$ cat src/rtl/vga_pkg.sv
// Shared VGA/game-layer constants and types for the 1024x768 display pipeline.
// Latency: n/a (constants and types only).
// Backpressure: n/a.
package vga_pkg;

    localparam int HOR_PIXELS         = 1024;
    localparam int VER_PIXELS         = 768;
    localparam int DUCK_WIDTH         = 96;
    localparam int DUCK_HEIGHT        = 60;
    localparam int KILLED_DUCK_HEIGHT = 96;

    // Ground line; the bottom of any duck sprite never goes below it.
    localparam int GROUND_Y   = 600;
    // Largest left-edge x that keeps the duck fully on screen.
    localparam int DUCK_X_MAX = HOR_PIXELS - DUCK_WIDTH;

    typedef enum logic [2:0] {
        DUCK_IDLE   = 3'd0,
        DUCK_FLY    = 3'd1,
        DUCK_HIT    = 3'd2,
        DUCK_FALL   = 3'd3,
        DUCK_ESCAPE = 3'd4
    } duck_state_t;

endpackage

$ cat src/rtl/duck_flight_ctrl_motion_step.sv
// Combinational clamp-and-flip position step for one frame of duck flight.
// Latency: 0 cycles (pure combinational).
// Backpressure: none; the output is valid whenever the inputs are.
// Ports: x_in/y_in and hdir_in (1=right)/vdir_in (1=down) in; per-axis speed and
//        upper limit in; next x/y and next direction bits out.
module duck_motion_step (
    input  logic [10:0] x_in,
    input  logic [10:0] y_in,
    input  logic        hdir_in,
    input  logic        vdir_in,
    input  logic [10:0] x_speed,
    input  logic [10:0] y_speed,
    input  logic [10:0] x_max,
    input  logic [10:0] y_max,
    output logic [10:0] x_out,
    output logic [10:0] y_out,
    output logic        hdir_out,
    output logic        vdir_out
);
    // Sums are carried in 12 bits so the limit compare sees the true value.
    logic [11:0] x_sum;
    logic [11:0] y_sum;

    always_comb begin
        x_sum    = {1'b0, x_in} + {1'b0, x_speed};
        y_sum    = {1'b0, y_in} + {1'b0, y_speed};
        x_out    = x_in;
        y_out    = y_in;
        hdir_out = hdir_in;
        vdir_out = vdir_in;

        if (hdir_in) begin
            if (x_sum >= {1'b0, x_max}) begin
                x_out    = x_max;
                hdir_out = 1'b0;
            end else begin
                x_out = x_sum[10:0];
            end
        end else begin
            if (x_in <= x_speed) begin
                x_out    = '0;
                hdir_out = 1'b1;
            end else begin
                x_out = x_in - x_speed;
            end
        end

        if (vdir_in) begin
            if (y_sum >= {1'b0, y_max}) begin
                y_out    = y_max;
                vdir_out = 1'b0;
            end else begin
                y_out = y_sum[10:0];
            end
        end else begin
            if (y_in <= y_speed) begin
                y_out    = '0;
                vdir_out = 1'b1;
            end else begin
                y_out = y_in - y_speed;
            end
        end
    end

endmodule

$ cat src/rtl/duck_flight_ctrl.sv
// Per-duck motion sequencer: launch, per-frame bounce flight, hit-hold-fall, escape.
// Latency: state/position registered, visible one cycle after the causing input.
// Backpressure: none; start/hit are single-cycle pulses ignored outside their states.
// Ports: clk/rst; frame_tick, start(+start_xpos/start_dir), hit in;
//        duck_xpos/ypos/state/visible to sprite stage; duck_killed/duck_escaped pulses out.
module duck_flight_ctrl
    import vga_pkg::*;
#(
    parameter int X_SPEED         = 4,
    parameter int Y_SPEED         = 3,
    parameter int FALL_SPEED      = 6,
    parameter int HIT_HOLD_FRAMES = 30,
    parameter int FLIGHT_FRAMES   = 600,
    parameter int GND_Y           = GROUND_Y
) (
    input  logic        clk,
    input  logic        rst,
    input  logic        frame_tick,
    input  logic        start,
    input  logic [10:0] start_xpos,
    input  logic        start_dir,
    input  logic        hit,
    output logic [10:0] duck_xpos,
    output logic [10:0] duck_ypos,
    output duck_state_t duck_state,
    output logic        duck_visible,
    output logic        duck_killed,
    output logic        duck_escaped
);
    localparam int CNT_W = $clog2(((FLIGHT_FRAMES > HIT_HOLD_FRAMES) ?
                                   FLIGHT_FRAMES : HIT_HOLD_FRAMES) + 1);

    localparam logic [10:0] XS     = 11'(X_SPEED);
    localparam logic [10:0] YS     = 11'(Y_SPEED);
    localparam logic [10:0] X_MAX  = 11'(DUCK_X_MAX);
    localparam logic [10:0] Y_FLY  = 11'(GND_Y - DUCK_HEIGHT);
    localparam logic [10:0] Y_DEAD = 11'(GND_Y - KILLED_DUCK_HEIGHT);
    localparam logic [11:0] FS     = 12'(FALL_SPEED);
    localparam logic [CNT_W-1:0] FLY_LAST  = CNT_W'(FLIGHT_FRAMES - 1);
    localparam logic [CNT_W-1:0] HOLD_LAST = CNT_W'(HIT_HOLD_FRAMES - 1);

    duck_state_t      state_q, state_d;
    logic [10:0]      xpos_q, xpos_d;
    logic [10:0]      ypos_q, ypos_d;
    logic             hdir_q, hdir_d;     // 1 = moving right
    logic             vdir_q, vdir_d;     // 1 = moving down, 0 = up
    logic [CNT_W-1:0] cnt_q, cnt_d;
    logic             killed_q, killed_d;
    logic             escaped_q, escaped_d;
    logic             visible_q, visible_d;

    logic [10:0] step_x, step_y;
    logic        step_hdir, step_vdir;

    duck_motion_step u_step (
        .x_in     (xpos_q),
        .y_in     (ypos_q),
        .hdir_in  (hdir_q),
        .vdir_in  (vdir_q),
        .x_speed  (XS),
        .y_speed  (YS),
        .x_max    (X_MAX),
        .y_max    (Y_FLY),
        .x_out    (step_x),
        .y_out    (step_y),
        .hdir_out (step_hdir),
        .vdir_out (step_vdir)
    );

    always_comb begin
        state_d   = state_q;
        xpos_d    = xpos_q;
        ypos_d    = ypos_q;
        hdir_d    = hdir_q;
        vdir_d    = vdir_q;
        cnt_d     = cnt_q;
        killed_d  = 1'b0;
        escaped_d = 1'b0;

        case (state_q)
            DUCK_IDLE: begin
                if (start) begin
                    xpos_d  = (start_xpos > X_MAX) ? X_MAX : start_xpos;
                    ypos_d  = Y_FLY;
                    hdir_d  = start_dir;
                    vdir_d  = 1'b0;
                    cnt_d   = '0;
                    state_d = DUCK_FLY;
                end
            end
            DUCK_FLY: begin
                // A hit landing on a tick freezes the duck where it is.
                if (hit) begin
                    cnt_d   = '0;
                    state_d = DUCK_HIT;
                end else if (frame_tick) begin
                    xpos_d = step_x;
                    ypos_d = step_y;
                    hdir_d = step_hdir;
                    vdir_d = step_vdir;
                    if (cnt_q == FLY_LAST) begin
                        cnt_d   = '0;
                        state_d = DUCK_ESCAPE;
                    end else begin
                        cnt_d = cnt_q + 1'b1;
                    end
                end
            end
            DUCK_HIT: begin
                if (frame_tick) begin
                    if (cnt_q == HOLD_LAST) begin
                        cnt_d   = '0;
                        state_d = DUCK_FALL;
                    end else begin
                        cnt_d = cnt_q + 1'b1;
                    end
                end
            end
            DUCK_FALL: begin
                if (frame_tick) begin
                    if (({1'b0, ypos_q} + FS) >= {1'b0, Y_DEAD}) begin
                        ypos_d   = Y_DEAD;
                        killed_d = 1'b1;
                        state_d  = DUCK_IDLE;
                    end else begin
                        ypos_d = ypos_q + FS[10:0];
                    end
                end
            end
            DUCK_ESCAPE: begin
                if (frame_tick) begin
                    if (ypos_q <= YS) begin
                        ypos_d    = '0;
                        escaped_d = 1'b1;
                        state_d   = DUCK_IDLE;
                    end else begin
                        ypos_d = ypos_q - YS;
                    end
                end
            end
            default: state_d = DUCK_IDLE;
        endcase

        visible_d = (state_d != DUCK_IDLE);
    end

    always_ff @(posedge clk) begin
        if (rst) begin
            state_q   <= DUCK_IDLE;
            xpos_q    <= '0;
            ypos_q    <= '0;
            hdir_q    <= 1'b0;
            vdir_q    <= 1'b0;
            cnt_q     <= '0;
            killed_q  <= 1'b0;
            escaped_q <= 1'b0;
            visible_q <= 1'b0;
        end else begin
            state_q   <= state_d;
            xpos_q    <= xpos_d;
            ypos_q    <= ypos_d;
            hdir_q    <= hdir_d;
            vdir_q    <= vdir_d;
            cnt_q     <= cnt_d;
            killed_q  <= killed_d;
            escaped_q <= escaped_d;
            visible_q <= visible_d;
        end
    end

    assign duck_xpos    = xpos_q;
    assign duck_ypos    = ypos_q;
    assign duck_state   = state_q;
    assign duck_visible = visible_q;
    assign duck_killed  = killed_q;
    assign duck_escaped = escaped_q;

endmodule

$ cat config.mk
export PLATFORM = sky130hd
export DESIGN_NAME = duck_flight_ctrl
export DESIGN_NICKNAME = d
export VERILOG_FILES = /design/src/rtl/vga_pkg.sv /design/src/rtl/duck_flight_ctrl_motion_step.sv /design/src/rtl/duck_flight_ctrl.sv
export SDC_FILE = /design/constraint.sdc
export NUM_CORES = 1
export LEC_CHECK = 0
export BUFFER_PORTS_ARGS = -buffer_cell sky130_fd_sc_hd__buf_4
export CAP_MARGIN = 10
export CORE_ASPECT_RATIO = 1.75
export CORE_MARGIN = 3
export CORE_UTILIZATION = 60
export CTS_CLUSTER_SIZE = 14
export DETAILED_ROUTE_END_ITERATION = 10
export PLACE_DENSITY = 0.92
export SETUP_SLACK_MARGIN = 0.4
export SLEW_MARGIN = 20
export SYNTH_ARGS = -nofsm -noshare
export SYNTH_HDL_FRONTEND = slang
export SYNTH_SLANG_ARGS = --single-unit
$ cat constraint.sdc
create_clock -name clk -period 5.6 [get_ports clk]
set_input_delay 1.68 -clock clk [delete_from_list [all_inputs] [get_ports clk]]
set_output_delay 1.68 -clock clk [all_outputs]
set_load 0.02 [all_outputs]
**Yosys cells after proc, flatten, opt, wreduce, memory -nomap -nowiden**

Cells that the tools add are included.
Widths: inputs -> output; s select.

- Bits in registers: 40
- Output and inout port bits: 28
- Word-level logic and storage cells: 99

- Add/sub/neg operators: 7
- $lt $le $gt $ge: 6
- Equality and inequality tests: 13
- Muxes and demuxes: 51
- Bitwise gates (word level): 3
- Reductions and logical operators: 10

Operator list:

| kind | count |
|---|---|
| $mux 11 | 16 |
| $mux 10 | 6 |
| $pmux 11 s4 | 1 |
| $mux 3 | 10 |
| $pmux 10 s3 | 1 |
| $add 11x3->12 const B | 2 |
| $ge 12x10->1 const B | 2 |
| $pmux 11 s2 | 1 |
| $pmux 3 s5 | 1 |
| $mux 1 | 13 |
| $add 11x2->12 const B | 1 |
| $ge 12x9->1 const B | 1 |
| $ne 2x2->1 const B | 6 |
| $add 11x3->11 const B | 1 |
| $gt 11x10->1 const B | 1 |
| $le 11x2->1 const B | 1 |
| $le 11x3->1 const B | 1 |
| $sub 11x2->11 const B | 1 |
| $sub 11x3->11 const B | 1 |
| $add 10x1->10 const B | 1 |
| $eq 10x10->1 const B | 1 |
| $eq 10x5->1 const B | 1 |
| $reduce_and 4->1 | 2 |
| $eq 3x2->1 const B | 2 |
| 11 further kinds | 16 |

**Depth between registers and ports, before layout**

- Depth after elaboration: 7
- Mapped depth: 10
- Depth with buffers taken out: 8

**By module**

From an unflattened synthesis, not the netlist that was laid out.

- Cells, all modules: 738
- Area, all modules: 5713.0 sq um

Modules (own cells, without submodules):

| module | times used | cells each | area each (sq um) | sequential area each (sq um) |
|---|---|---|---|---|
| duck_motion_step | 1 | 429 | 3099.2 | 0.0 |
| duck_flight_ctrl | 1 | 309 | 2613.8 | 800.8 |

**Worst setup path after synthesis**

OpenSTA, ideal clock, no wires.

- Path type: input-to-reg
- From: input port frame_tick
- To: register cnt_q[7]
- Library setup time: 128 ps
- Data arrival time: 3218 ps
- Required time: 5472 ps
- Path slack: 2254 ps
- Stages on the path: 7
- Buffers on the path: 1
- Cells stage by stage: buf_2 -> o21bai_1 -> a2111oi_2 -> and4_1 -> and3_1 -> xnor2_1 -> nor2_1

- Cells in the longest elaborated chain, start to end: 2
- Elaborated cells on any way between the ends: 3

RTL lines:

| what | line | RTL |
|---|---|---|
| from (decl) | duck_flight_ctrl.sv:18 | `input logic frame_tick,` |
| $ne 3x3->1 (no source line) or $ne 2x2->1 (tied branches) | - |  |
| $reduce_and 4->1 (no source line) (*) | - |  |
| to (signal assigned) | duck_flight_ctrl.sv:164 | `cnt_q <= cnt_d;` |
| to (decl) | duck_flight_ctrl.sv:47 | `logic [CNT_W-1:0] cnt_q, cnt_d;` |

Mark *: on every way between the ends. The rest lies on a longest branch, timed or not.
A chain may end at the register's enable or synchronous reset.

**Worst setup path after layout**

- From: input port frame_tick
- To: register cnt_q[9]

Same word-level chain as after synthesis.

==> metrics.md <==
| Metric | Value |
|---|---|
| Reg2Reg Depth | 8 |
| Buffers inserted by post-CTS timing repair | 0 |
| Number of nets in the final layout | 516 |
| Post-cts repair resize count | 0 |
| Setup repair after global routing missed its margin | false |
| Normalized max-slew margin | 42.9% |
| Total Neg Setup Slack | 0 ns |
| Antenna diode count | 0 |
| Final hold violation count | 0 |
| YS warnings | 0 |
| Number of slew-limit violations in the final report | 0 |
| Clock insertion delay at the later pin of the skew report | 0.30 ns |
| Antenna Violating Nets Remaining | 0 |
| Via count of the first global-routing pass | 3,601 |
| Transition time of the tightest slew-check pin | 0.846 ns |
| Cell count after synthesis | 476 |
| Worst endpoint required time | 5.78 ns |
| Global-route wire length before repair | 16.9 mm |
| Core region area | 5390 µm² |
| Final core area utilization | 70.6% |
| Number of cells traversed by the worst hold path | 2 |
| Crit path kind | in -> reg |
| Number of DRC violations after detailed routing | 0 |
| Capturing point of the worst reg2reg path | duck_ypos[5] |
| I/O pin count | 45 |
| CTS tree | done |
| Launch instance of the worst min-delay path | duck_xpos[0] |
| Worst R2R Start | duck_ypos[2] |
| Clock slew at reported path FFs | 0.08 ns |
| Max-cap violations | 0 |
| Average wire per cell in the routed design | 18.2 µm |
| Mapped cell area | 3430 µm² |
| Top_reg_cell synth | sky130_fd_sc_hd__dfxtp_1 |
| Post-layout min period | 3.26 ns |
| Number of flops mapped to enable cells by yosys | 0 |
| Global placer's final weighted congestion | 0.989 |
| Worst Path Arrival | 3.45 ns |
| Htree depth | 2 |
| Maximum resistive drop on vdd | 193 µV |
| Post-detail-place hpwl | 7.37 mm |
| Starting density of the core | 63.7% |
| Setup Viol. Count Final | 0 |
| Highest cell delay on the worst timing path | 0.79 ns |
| Worst Hold Endpoint | duck_xpos[0] |
| Power per cell area | 228 nW/µm² |
| Clock Sink Count | 40 |
| Number of hold buffers added after CTS | 0 |
| Static leakage | 0.00139 µW |
| Number of standard-cell rows in the floorplan | 35 |
| Die Y | 106 µm |
| Largest fanout of any net on the critical path | 11 |
| Count of buffers inserted at the top-level ports | 44 |
| CP Launch Type | input port |
| Share of the clock period used by the worst path after layout | 58.3% |
| Number of design-rule violations left by the first detailed-router iteration | 443 |
| Part of the Yosys area used for sequential elements | 23.3% |
| Kind of path behind the tightest hold check | reg -> reg |
| Run status | finished clean |
| Worst path cell trace | buf_4 > o21bai_1 > a2111oi_2 > and4_1 > and3_1 > xnor2_1 > nor2_1 |
| Pin count of the biggest net entering global routing | 35 |
| GRT Total Usage | 30.8% |
| CTS Root Buffer Type | sky130_fd_sc_hd__clkbuf_8 |
| Count of different cell masters after synthesis | 64 |
| Number of nets in the synthesized netlist | 504 |
| Per-instance average area after synthesis | 7.21 µm² |
| Antenna violations before repair | 0 |
| Final hold slack | 0.539 ns |
| Worst reg-to-reg setup slack | 2.36 ns |
| Cts bufs inserted | 5 |
| Remaining Overflow, GRT | 0 |
| Synth Register Bits | 40 |
| Clock buffer depth | 2 |
| Fraction of registers with async set/reset | 0% |
| Buffers & Inverters on Critical Path | 1 |
| Area Growth Syn to Fin | 10.8% |
| Total die area | 6700 µm² |
| Fraction of final layout cells sized beyond drive strength 1 | 13.1% |
| Worst Setup End Kind | register |
| Width of the chip | 63.2 µm |
| Aggregate routed wire length | 10.3 mm |
| CP max-delay cell | sky130_fd_sc_hd__a2111oi_2 |
| First drt pass iteration count | 6 |
| Layout fillers | 458 |
| Worst clock skew | 0.00963 ns |
| Number of vias after detailed routing | 3,851 |
| Detail-routed via count per cell | 6.84 |
| Dominant delay contributor by cell family on the critical path | compound AO/OA/AOI/OAI gates |
| Fmax | 306 MHz |
[final cells by class]
type                    count  area (µm²)  area share [%]
flip-flops and latches     40         801            21.0
multi-input cells         381        2410            63.2
well taps                  74        92.6            2.43
inverters                  15        56.3            1.48
clock buffers               5        68.8            1.81
repair buffers             45         338            8.88
clock inverters             3        42.5            1.12
[cell usage in the layout, fill, tap and decap left out, types with 9 or more instances in the layout]
cell type	netlist	final
sky130_fd_sc_hd__nor3_1	17	17
sky130_fd_sc_hd__xor2_1	15	15
sky130_fd_sc_hd__a21oi_1	27	27
sky130_fd_sc_hd__nand3_1	17	17
sky130_fd_sc_hd__nand2_1	42	42
sky130_fd_sc_hd__or3_1	9	9
sky130_fd_sc_hd__xnor2_1	18	18
sky130_fd_sc_hd__o21ai_0	27	27
sky130_fd_sc_hd__dfxtp_1	40	40
sky130_fd_sc_hd__inv_1	15	15
sky130_fd_sc_hd__and3_1	9	9
sky130_fd_sc_hd__ha_1	11	11
sky130_fd_sc_hd__nor2_1	52	52
sky130_fd_sc_hd__buf_4	2	45
[tightest hold or removal path, cell delays in order, from the launching register on]
cell                       delay (ns)
sky130_fd_sc_hd__dfxtp_1         0.34
sky130_fd_sc_hd__nand3b_1        0.09
sky130_fd_sc_hd__o22ai_1         0.06
[kinds of logic (layout without fill, tap and decap cells)]
group / after synthesis / count (layout) / share of synthesized area [%]
mux: 3 / 3 / 0.947
fa+ha+maj: 11 / 11 / 4.01
xor+xnor: 33 / 33 / 8.42
buf+inv: 55 / 68 / 6.60
flops: 40 / 40 / 23.3
compound gates: 129 / 129 / 25.7
simple gates: 205 / 205 / 31.0
[sequential cells by signal (all words and copies together) (netlist names)]
signal and cells:
duck_killed 1, duck_escaped 1, duck_xpos 11, hdir_q 1, cnt_q 10, duck_visible 1
vdir_q 1, duck_ypos 11, duck_state 3
[per-stage QoR]
| stage | worst slack [ns] | std cells | total power [µW] | cell area (µm²) |
|---|---|---|---|---|
| after floorplan | 2.25 | 476 | 544 | 3430 |
| after detailed placement | 2.05 | 555 | 625 | 3690 |
| after CTS | 2.36 | 563 | 861 | 3800 |
| final | 2.34 | 563 | 868 | 3800 |
| after global routing | 2.04 | 563 | 908 | 3800 |
| after global placement | 2.12 | 555 | 618 | 3690 |
[routing by layer]
layer | track usage [%] | vias up | routed length, µm
li1 | - | 1781 | -
met1 | 33.6 | 1776 | 3610
met2 | 54.1 | 239 | 5240
met3 | 3.38 | 55 | 677
met4 | 22.7 | 0 | 726
met5 | 0 | - | 0
[report_power, final]
group          total [µW]  leakage [µW]  switching [µW]  internal [µW]
combinational         276       0.00101             170            106
sequential            353      0.000326            51.8            301
clock                 239     0.0000541             107            132
total                 868       0.00139             328            540
[worst max-delay path by stage]
stage | from | to | depth (start not counted)
2_1_floorplan | frame_tick | cnt_q[7] | 7
3_3_place_gp | frame_tick | cnt_q[9] | 7
3_5_place_dp | frame_tick | cnt_q[9] | 7
4_1_cts | frame_tick | cnt_q[9] | 7
5_1_grt | duck_ypos[2] | duck_ypos[1] | 8
6_report | frame_tick | cnt_q[9] | 7
[Yosys cell counts (3+ instances only)]
cell / n / area share [%]
sky130_fd_sc_hd__dfxtp_1: 40 / 23
sky130_fd_sc_hd__a31oi_1: 6 / 1.1
sky130_fd_sc_hd__nor2_1: 52 / 5.7
sky130_fd_sc_hd__buf_1: 3 / 0.33
sky130_fd_sc_hd__o21bai_1: 3 / 0.66
sky130_fd_sc_hd__xor2_1: 15 / 3.8
sky130_fd_sc_hd__a21oi_1: 27 / 3.9
sky130_fd_sc_hd__nor3_1: 17 / 2.5
sky130_fd_sc_hd__and3_1: 9 / 1.6
sky130_fd_sc_hd__nand4b_1: 3 / 0.77
sky130_fd_sc_hd__and4_1: 4 / 1.0
sky130_fd_sc_hd__o211ai_1: 3 / 0.66
sky130_fd_sc_hd__o22ai_1: 3 / 0.55
sky130_fd_sc_hd__o21ai_0: 27 / 3.9
sky130_fd_sc_hd__a22oi_1: 5 / 1.1
sky130_fd_sc_hd__nand2b_1: 8 / 1.5
sky130_fd_sc_hd__or3_1: 9 / 1.6
sky130_fd_sc_hd__nand4_1: 8 / 1.5
sky130_fd_sc_hd__or4_1: 7 / 1.5
sky130_fd_sc_hd__a221oi_1: 4 / 1.0
sky130_fd_sc_hd__nor4_1: 5 / 0.91
sky130_fd_sc_hd__inv_1: 15 / 1.6
sky130_fd_sc_hd__o21a_1: 3 / 0.66
sky130_fd_sc_hd__buf_2: 10 / 1.5
sky130_fd_sc_hd__clkbuf_1: 25 / 2.7
sky130_fd_sc_hd__nor3b_1: 3 / 0.66
sky130_fd_sc_hd__nand2_1: 42 / 4.6
sky130_fd_sc_hd__o221ai_1: 4 / 1.0
sky130_fd_sc_hd__o2111ai_1: 3 / 0.77
sky130_fd_sc_hd__and2_1: 3 / 0.55
sky130_fd_sc_hd__nand3_1: 17 / 2.5
sky130_fd_sc_hd__nor2b_1: 4 / 0.73
sky130_fd_sc_hd__a211oi_1: 7 / 1.5
sky130_fd_sc_hd__a311oi_1: 7 / 1.8
sky130_fd_sc_hd__o31ai_1: 8 / 1.7
sky130_fd_sc_hd__nand3b_1: 5 / 1.1
sky130_fd_sc_hd__ha_1: 11 / 4.0
sky130_fd_sc_hd__xnor2_1: 18 / 4.6
No activity file was read; power rests on OpenSTA's default activity.
